<file path="src/rtl/rv_fetch_pkg.sv">
// Shared definitions for the instruction fetch stage: next-PC select codes,
// fetch FSM states and reset constants.
package rv_fetch_pkg;

    localparam logic [1:0] PCSRC_PLUS4  = 2'b00;
    localparam logic [1:0] PCSRC_BRANCH = 2'b01;
    localparam logic [1:0] PCSRC_JALR   = 2'b10;

    typedef enum logic [1:0] {
        StFetch = 2'b00,
        StExec  = 2'b01,
        StHalt  = 2'b10
    } fetch_state_e;

    localparam logic [31:0] NOP_INSTR        = 32'h0000_0013;
    localparam logic [31:0] DEFAULT_RESET_PC = 32'h0040_0000;

endpackage

</file>
<file path="src/rtl/next_pc_sel.sv">
// Combinational next-PC mux with word-alignment check of the selected target.
module next_pc_sel
    import rv_fetch_pkg::*;
#(
    parameter int unsigned XLEN = 32
) (
    input  logic [1:0]      PCSrc,
    input  logic [XLEN-1:0] pc_plus4,
    input  logic [XLEN-1:0] branch_target,
    input  logic [XLEN-1:0] jalr_target,
    output logic [XLEN-1:0] next_pc,
    output logic            misaligned
);

    always_comb begin
        next_pc = pc_plus4;
        case (PCSrc)
            PCSRC_BRANCH: next_pc = branch_target;
            // jalr clears bit 0 of the computed target
            PCSRC_JALR:   next_pc = {jalr_target[XLEN-1:1], 1'b0};
            default:      next_pc = pc_plus4;
        endcase
    end

    assign misaligned = |next_pc[1:0];

endmodule

</file>
<file path="src/rtl/instruction_fetch_unit.sv">
// Fetch stage: PC register, req/ack instruction fetch into the instruction
// register, field slicing and next-PC update with sticky misalignment fault.
module instruction_fetch_unit
    import rv_fetch_pkg::*;
#(
    parameter int unsigned     XLEN     = 32,
    parameter logic [XLEN-1:0] RESET_PC = XLEN'(DEFAULT_RESET_PC)
) (
    input  logic            clk,
    input  logic            rst,
    input  logic [1:0]      PCSrc,
    input  logic [XLEN-1:0] branch_target,
    input  logic [XLEN-1:0] jalr_target,
    input  logic            stall,
    output logic            imem_req,
    output logic [XLEN-1:0] imem_addr,
    input  logic [31:0]     imem_rdata,
    input  logic            imem_ack,
    output logic [XLEN-1:0] PC,
    output logic [XLEN-1:0] PC_plus4,
    output logic [31:0]     Instr,
    output logic [6:0]      Opcode,
    output logic [4:0]      rd,
    output logic [2:0]      Funct3,
    output logic [4:0]      rs1,
    output logic [4:0]      rs2,
    output logic [6:0]      Funct7,
    output logic            instr_valid,
    output logic            fetch_misaligned,
    output logic [31:0]     instret
);

    fetch_state_e    state_q, state_d;
    logic [XLEN-1:0] pc_q, pc_d;
    logic [31:0]     instr_q, instr_d;
    logic [31:0]     instret_q, instret_d;
    logic            fault_q, fault_d;
    logic [XLEN-1:0] pc_plus4;
    logic [XLEN-1:0] next_pc;
    logic            misaligned;

    assign pc_plus4 = pc_q + XLEN'(4);

    next_pc_sel #(
        .XLEN (XLEN)
    ) u_next_pc_sel (
        .PCSrc         (PCSrc),
        .pc_plus4      (pc_plus4),
        .branch_target (branch_target),
        .jalr_target   (jalr_target),
        .next_pc       (next_pc),
        .misaligned    (misaligned)
    );

    always_comb begin
        state_d   = state_q;
        pc_d      = pc_q;
        instr_d   = instr_q;
        instret_d = instret_q;
        fault_d   = fault_q;
        unique case (state_q)
            StFetch: begin
                if (imem_ack) begin
                    instr_d = imem_rdata;
                    state_d = StExec;
                end
            end
            StExec: begin
                // stall takes priority over a misaligned target
                if (!stall) begin
                    if (misaligned) begin
                        fault_d = 1'b1;
                        state_d = StHalt;
                    end else begin
                        pc_d      = next_pc;
                        instret_d = instret_q + 32'd1;
                        state_d   = StFetch;
                    end
                end
            end
            StHalt:  state_d = StHalt;
            default: state_d = StFetch;
        endcase
    end

    always_ff @(posedge clk or negedge rst) begin
        if (!rst) begin
            state_q   <= StFetch;
            pc_q      <= RESET_PC;
            instr_q   <= NOP_INSTR;
            instret_q <= 32'd0;
            fault_q   <= 1'b0;
        end else begin
            state_q   <= state_d;
            pc_q      <= pc_d;
            instr_q   <= instr_d;
            instret_q <= instret_d;
            fault_q   <= fault_d;
        end
    end

    // Gated by rst so a pending request vanishes the moment reset asserts
    assign imem_req         = rst && (state_q == StFetch);
    assign imem_addr        = pc_q;
    assign instr_valid      = (state_q == StExec);
    assign fetch_misaligned = fault_q;
    assign instret          = instret_q;

    assign PC       = pc_q;
    assign PC_plus4 = pc_plus4;
    assign Instr    = instr_q;
    assign Opcode   = instr_q[6:0];
    assign rd       = instr_q[11:7];
    assign Funct3   = instr_q[14:12];
    assign rs1      = instr_q[19:15];
    assign rs2      = instr_q[24:20];
    assign Funct7   = instr_q[31:25];

endmodule

</file>
<file path="config.mk">
export PLATFORM = sky130hd
export DESIGN_NAME = instruction_fetch_unit
export DESIGN_NICKNAME = d
export VERILOG_FILES = /design/src/rtl/rv_fetch_pkg.sv /design/src/rtl/next_pc_sel.sv /design/src/rtl/instruction_fetch_unit.sv
export SDC_FILE = /design/constraint.sdc
export NUM_CORES = 1
export LEC_CHECK = 0
export CAP_MARGIN = 20
export CORE_MARGIN = 2
export CORE_UTILIZATION = 40
export CTS_CLUSTER_DIAMETER = 60
export CTS_CLUSTER_SIZE = 8
export DETAILED_ROUTE_END_ITERATION = 16
export HOLD_SLACK_MARGIN = 0.1
export PLACE_DENSITY = 0.82
export SLEW_MARGIN = 40
export SYNTH_ARGS = -nofsm -noshare
export SYNTH_HDL_FRONTEND = slang
export SYNTH_HIERARCHICAL = 1
export SYNTH_SLANG_ARGS = --single-unit
</file>
<file path="constraint.sdc">
create_clock -name clk -period 3.7 [get_ports clk]
set_input_delay 0.74 -clock clk [delete_from_list [all_inputs] [get_ports clk]]
set_output_delay 0.74 -clock clk [all_outputs]
set_load 0.005 [all_outputs]
</file>
==> summary.txt, run 1 <==
status = finished clean
Worst-Margin Slew = 579 ps
syn_nets = 705
number of antenna violations at the first check in global routing = 0
WL final = 16800 um
Final setup viols = 0
vias in the first global route = 5026
RR Endpoint = instret[31]$_DFFE_PN0P_
leakage power = 3.56 nW
Initial Util = 0.409
skew final = 7.53 ps
Seq. cell area = 2480 sq um
fmax = 296 MHz
die area = 15100 sq um
port bufs = 295
DPL Wire Length = 12600 um
hold violation total from the final report = 0
die height = 123 um
final setup margin = 324 ps
final period utilization = 0.912
share of layout cells above drive strength 1 = 0.0994
Cell Area, Synth = 5660 sq um
CTS tree = built
clk sinks = 99
max cap viols = 0
Row Count = 43
first-pass GRT wire length = 26400 um
Req. time, crit path = 2960 ps
1st-iter DRT viols = 305
Yosys warning count = 6
Worst VDD drop = 0.268 mV
Clock Latency Late Sink = 340 ps
Max Buffers Root-to-Sink = 2
CTS clk-pin slew, worst paths = 70 ps
Avg Inst Size Synth = 9.45 sq um
Detailed Routing Iterations Pass 1 = 5
Horiz. Die Dim = 123 um
pin count of the biggest net entering global routing = 61
via count = 5142
vias per cell = 5.07
Residual DRC = 0
sequential area share after synthesis = 0.439
Slew Viols, Final = 0
reg2reg start = PC[0]$_DFFE_PN0P_
hold buffers post-CTS = 0
Core ar. = 13800 sq um
Min-Delay Path Class = input port to asynchronous set/reset pin
post-layout util = 0.628
Critical Path AT = 2640 ps
Critical-path top delay cell = clkdlybuf4s50_1
Fillers = 1111
Slew HR = 0.614
critical path fanouts, max = 9
Crit path top cell by count = nand3_1
post-route ant nets = 0
multi-input combinational cell area = 2500 sq um
Ant. Diodes = 0
drt wl/cell = 16.6 um
startpoint types = register
htree depth = 3
final net count = 936
Area Growth Syn to Fin = 53.3%
CP Capture Type = output pin
setup bufs post-CTS = 0
fin crit period = 3380 ps
crit-path cells = ha_1 > nand3_1 > nor4_2 > buf_4 > nand3_1 > xnor2_1 > clkdlybuf4s50_1
#FFs+latches synth = 99
FF-to-FF setup slack = 1150 ps
CP peak stage delay = 580 ps
post_cts resized = 0
worst r2r path cells = 6
cell family with most CP delay = buffers and inverters
TNS Setup = 0 ps
CP Class = register to output pin
sum of buffers and inverters on the critical path = 2
# IOs = 297
total gr overflow = 0
routability cong. = 0.796
Unique masters post-synth = 38
Mapped Cells = 599
CTS Root Cell = clkbuf_16
RSZ-0062 raised after global routing = false
Pwr Density = 655 nW/um^2
pre-CTS WS = 5.05 ps
Inserted Clock Buffers = 9
GRT Total Usage = 0.226
[worst register-to-register path, stage by stage (launching register included)]
cell	delay [ps]
dfrtp_1	470
nor2_1	160
a22oi_2	90
or4b_1	540
or4_4	530
or4b_4	500
xnor2_2	140
[layout make-up]
| type | count | area share |
|---|---|---|
| Inverter | 10 | 0.00433 |
| Tap cell | 180 | 0.0260 |
| Multi-Input combinational cell | 397 | 0.288 |
| Sequential cell | 99 | 0.286 |
| Clock inverter | 5 | 0.0124 |
| Clock buffer | 11 | 0.0268 |
| Timing Repair Buffer | 313 | 0.356 |
[routing by layer]
layer,share of wire,track usage,vias up,wire length (um)
li1,-,-,2439,-
met1,0.39,0.273,2424,6560
met2,0.50,0.390,260,8350
met3,0.097,0.0577,19,1640
met4,0.018,0.0812,0,295
met5,0,0,-,0
[registers in the layout, summed over array words and instances, names as in the netlist]
| name | flops |
|---|---|
| Instr | 32 |
| PC | 32 |
| instret | 32 |
| state_q | 2 |
| fetch_misaligned | 1 |
[how the worst max path moves through the flow]
| stage | cells after the start | from | endpoint | slack (ps) |
|---|---|---|---|---|
| floorplan | 11 | PCSrc[0] | instret[31]$_DFFE_PN0P_ | 210 |
| global placement | 9 | PCSrc[0] | instret[31]$_DFFE_PN0P_ | 40 |
| detailed placement | 9 | PCSrc[0] | instret[31]$_DFFE_PN0P_ | 5 |
| CTS | 7 | PC[3]$_DFFE_PN0P_ | PC_plus4[18] | 280 |
| global route | 7 | PC[3]$_DFFE_PN0P_ | PC_plus4[18] | 110 |
| finish | 7 | PC[3]$_DFFE_PN0P_ | PC_plus4[18] | 320 |
[synthesized netlist by cell type]
cell type,n,area share
nand2_1,128,0.085
dfrtp_1,95,0.42
buf_4,70,0.093
xnor2_1,43,0.067
mux2_2,36,0.072
a22oi_1,31,0.041
o21ai_1,29,0.026
nand3_1,27,0.024
nand4_1,19,0.021
xor2_1,15,0.023
nor2_1,13,0.0086
clkbuf_1,12,0.0080
and3_1,10,0.011
inv_1,10,0.0066
o21ai_0,9,0.0080
nor3_1,8,0.0071
buf_6,6,0.012
nor4_1,5,0.0055
buf_2,4,0.0035
dfstp_2,4,0.019
ha_1,4,0.0088
nor3b_1,3,0.0040
and2_1,2,0.0022
and4_1,2,0.0031
a21o_1,1,0.0013
a21oi_2,1,0.0015
a22oi_2,1,0.0022
buf_1,1,0.00066
nand2b_1,1,0.0011
nand3b_1,1,0.0013
nand4b_1,1,0.0015
nor2b_1,1,0.0011
or3_1,1,0.0011
or4_1,1,0.0013
or4_4,1,0.0020
or4b_1,1,0.0018
or4b_4,1,0.0024
xnor2_2,1,0.0029
[stage by stage]
stage / std cells / power (mW) / instance area, sq um / hold WS, ps
after floorplan: 599 / 3.07 / 5660 / 444
after global placement: 999 / 4.61 / 8330 / 456
after detailed placement: 999 / 4.66 / 8330 / 464
after CTS: 1015 / 5.76 / 8670 / 480
after global routing: 1015 / 6.06 / 8680 / 499
final: 1015 / 5.68 / 8680 / 477
[report_power, final]
part           internal (mW)  total [mW]  switching, mW
sequential              1.45        1.90          0.452
combinational           1.82        2.71          0.889
clock                  0.667        1.07          0.406
total                   3.94        5.68           1.75
[logic make-up after synthesis]
group / count (synthesis) / share of synthesized area
muxes: 36 / 0.0716
xor gates and xnor gates: 59 / 0.0926
and+or+nand+nor: 226 / 0.185
adders and majority gates: 4 / 0.00884
AOI/OAI and AO/OA: 72 / 0.0798
buffers and inverters: 103 / 0.124
DFF: 99 / 0.439
[cell usage in the layout, fill, tap and decap left out, types with 3 or more instances in the layout]
master             n
clkbuf_16          9
a22oi_1           31
xor2_1            15
clkdlybuf4s50_1  294
nand2_1          128
dfrtp_1           95
ha_1               3
nor4_1             3
buf_4             18
and3_1            10
dfstp_2            4
inv_1             10
nor2_1            13
nor3_1             8
xnor2_1           43
nand3_1           27
mux2_2            36
o21ai_1           29
nand4_1           19
bufinv_16          3
o21ai_0            9
(Power assumes the default switching activity.)
==> inputs of run 2 (changes only) <==
SLEW_MARGIN = 10   (was 40)
==> run 2 against run 1 <==
Net effect:
- worst setup slack got worse by 7.7 ps
- largest power group unchanged
- total power barely moved
- first-iteration DRC count fell by 4.9%
- clock-buffer cell count did not move
- die area did not move
==> summary.txt, run 2 (synthesized netlist as in run 1, its figures left out) <==
max cap viols = 0 (unchanged)
DR top layer = met4 (unchanged)
Area Growth Syn to Fin = 53.2% (was 53.3%)
worst r2r path cells = 6 (unchanged)
Max Buffers Root-to-Sink = 2 (unchanged)
Inserted Clock Buffers = 9 (unchanged)
1st-iter DRT viols = 290 (was 305)
DPL Wire Length = 12600 um (unchanged)
Worst VDD drop = 0.268 mV (about the same)
final hold slack = 475 ps (was 477 ps)
post-route ant nets = 0 (unchanged)
final period utilization = 0.915 (was 0.912)
Fillers = 1111 (unchanged)
critical path fanouts, max = 9 (unchanged)
pin count of the biggest net entering global routing = 61 (unchanged)
WL met2 = 8340 um (was 8350 um)
RR Endpoint = instret[31]$_DFFE_PN0P_ (unchanged)
FF-to-FF setup slack = 1150 ps (about the same)
drt wl/cell = 16.6 um (about the same)
share of layout cells above drive strength 1 = 0.0994 (unchanged)
Ant. Diodes = 0 (unchanged)
Detailed Routing Iterations Pass 1 = 5 (unchanged)
htree depth = 3 (unchanged)
status = finished clean (unchanged)
setup bufs post-CTS = 0 (unchanged)
WL met1 = 6580 um (was 6560 um)
sequential power share = 0.334 (about the same)
Clock Latency Late Sink = 340 ps (about the same)
final std cells w/o fill = 1015 (unchanged)
Min-Delay Path Class = input port to asynchronous set/reset pin (unchanged)
clk sinks = 99 (unchanged)
post_cts resized = 0 (unchanged)
GRT Total Usage = 0.226 (unchanged)
hold buffers post-CTS = 0 (unchanged)
combinational power share = 0.477 (about the same)
skew final = 8.18 ps (was 7.53 ps)
Core ar. = 13800 sq um (unchanged)
Req. time, crit path = 2960 ps (about the same)
DP Area = 8330 sq um (unchanged)
commonest non-fill, non-tap cell in the layout = clkdlybuf4s50_1 (unchanged)
routability cong. = 0.796 (unchanged)
die area = 15100 sq um (unchanged)
Initial Util = 0.409 (unchanged)
die height = 123 um (unchanged)
final setup margin = 316 ps (was 324 ps)
CTS clk-pin slew, worst paths = 70 ps (about the same)
Residual DRC = 0 (unchanged)
Clock power frac = 0.189 (about the same)
fin crit period = 3380 ps (about the same)
CTS Root Cell = clkbuf_16 (unchanged)
via count = 5119 (was 5142)
TNS Setup = 0 ps (unchanged)
CTS tree = built (unchanged)
Final setup viols = 0 (unchanged)
total gr overflow = 0 (unchanged)
number of antenna violations at the first check in global routing = 0 (unchanged)
Row Count = 43 (unchanged)
Cell Int Power = 3.94 mW (about the same)
Horiz. Die Dim = 123 um (unchanged)
leakage power = 3.56 nW (about the same)
Critical Path AT = 2640 ps (about the same)
CP Class = register to output pin (unchanged)
vias per cell = 5.04 (was 5.07)
vias in the first global route = 5026 (unchanged)
# IOs = 297 (unchanged)
pre-CTS WS = 5.05 ps (unchanged)
Slew HR = 0.501 (was 0.614)
met3 wire len = 1610 um (was 1640 um)
most frequent cells in the layout = clkdlybuf4s50_1 (294), nand2_1 (128), dfrtp_1 (95) (unchanged)
Final Cell Area = 8670 sq um (was 8680 sq um)
RSZ-0062 raised after global routing = false (unchanged)
Psw = 1.75 mW (about the same)
fmax = 296 MHz (about the same)
CP Capture Type = output pin (unchanged)
final net count = 936 (unchanged)
Worst-Margin Slew = 748 ps (was 579 ps)
hold violation total from the final report = 0 (unchanged)
switching share of power = 0.308 (was 0.307)
dpl cells = 999 (unchanged)
reg2reg start = PC[0]$_DFFE_PN0P_ (unchanged)
WL final = 16800 um (about the same)
first-pass GRT wire length = 26400 um (unchanged)
startpoint types = register (unchanged)
Slew Viols, Final = 0 (unchanged)
port bufs = 295 (unchanged)
Pwr Density = 655 nW/um^2 (about the same)
## run 2: cell counts in the layout (fill, tap and decap cells not counted)
Identical to the previous run, type by type.
## run 2: routing by layer
metal	global-route usage	vias to the layer above
met5	0	-
met4	0.0812	0
met3	0.0577	19
met2	0.390	253
met1	0.273	2411
li1	-	2436
## run 2: power groups by stage
stage	logic [mW]	registers [mW]	clock network [mW]
6_report	2.71	1.90	1.07
5_1_grt	2.94	1.97	1.15
4_1_cts	2.75	1.91	1.10
3_5_place_dp	2.74	1.92	0
3_3_place_gp	2.70	1.90	0
2_1_floorplan	1.24	1.83	0
## run 2: worst max-delay path by stage
stage | start | endpoint | slack (ps) | depth (start not counted)
final | PC[3]$_DFFE_PN0P_ | PC_plus4[18] | 320 | 7
after global routing | PC[3]$_DFFE_PN0P_ | PC_plus4[18] | 110 | 7
after CTS | PC[3]$_DFFE_PN0P_ | PC_plus4[18] | 280 | 7
after detailed placement | PCSrc[0] | instret[31]$_DFFE_PN0P_ | 5 | 9
after global placement | PCSrc[0] | instret[31]$_DFFE_PN0P_ | 40 | 9
after floorplan | PCSrc[0] | instret[31]$_DFFE_PN0P_ | 210 | 11
## run 2: per-stage QoR
| stage | power, mW | util |
|---|---|---|
| 2_1_floorplan | 3.07 | - |
| 3_3_place_gp | 4.61 | 0.603 |
| 3_5_place_dp | 4.66 | 0.603 |
| 4_1_cts | 5.76 | 0.627 |
| 5_1_grt | 6.06 | 0.627 |
| 6_report | 5.69 | 0.627 |
## run 2: area by class of cell
cell class / instances / area, sq um / area share
multi-input combinational: 397 / 2500 / 0.289
inverter: 10 / 37.5 / 0.00433
timing repair buffer: 313 / 3090 / 0.356
tap: 180 / 225 / 0.0260
clock inverter: 5 / 108 / 0.0124
clock buffer: 11 / 233 / 0.0268
sequential: 99 / 2480 / 0.286
## run 2: critical path, cell delays in order (launching register included)
cell and delay, ps:
dfrtp_1 450, ha_1 220, nand3_1 210, nor4_2 190, buf_4 220, nand3_1 110, xnor2_1 320, clkdlybuf4s50_1 580
==> inputs of run 3 (changes only) <==
HOLD_SLACK_MARGIN = 0.05   (was 0.1)
==> results of run 3 <==
Same layout as run 2: the final DEF is identical, and so are final timing and power.
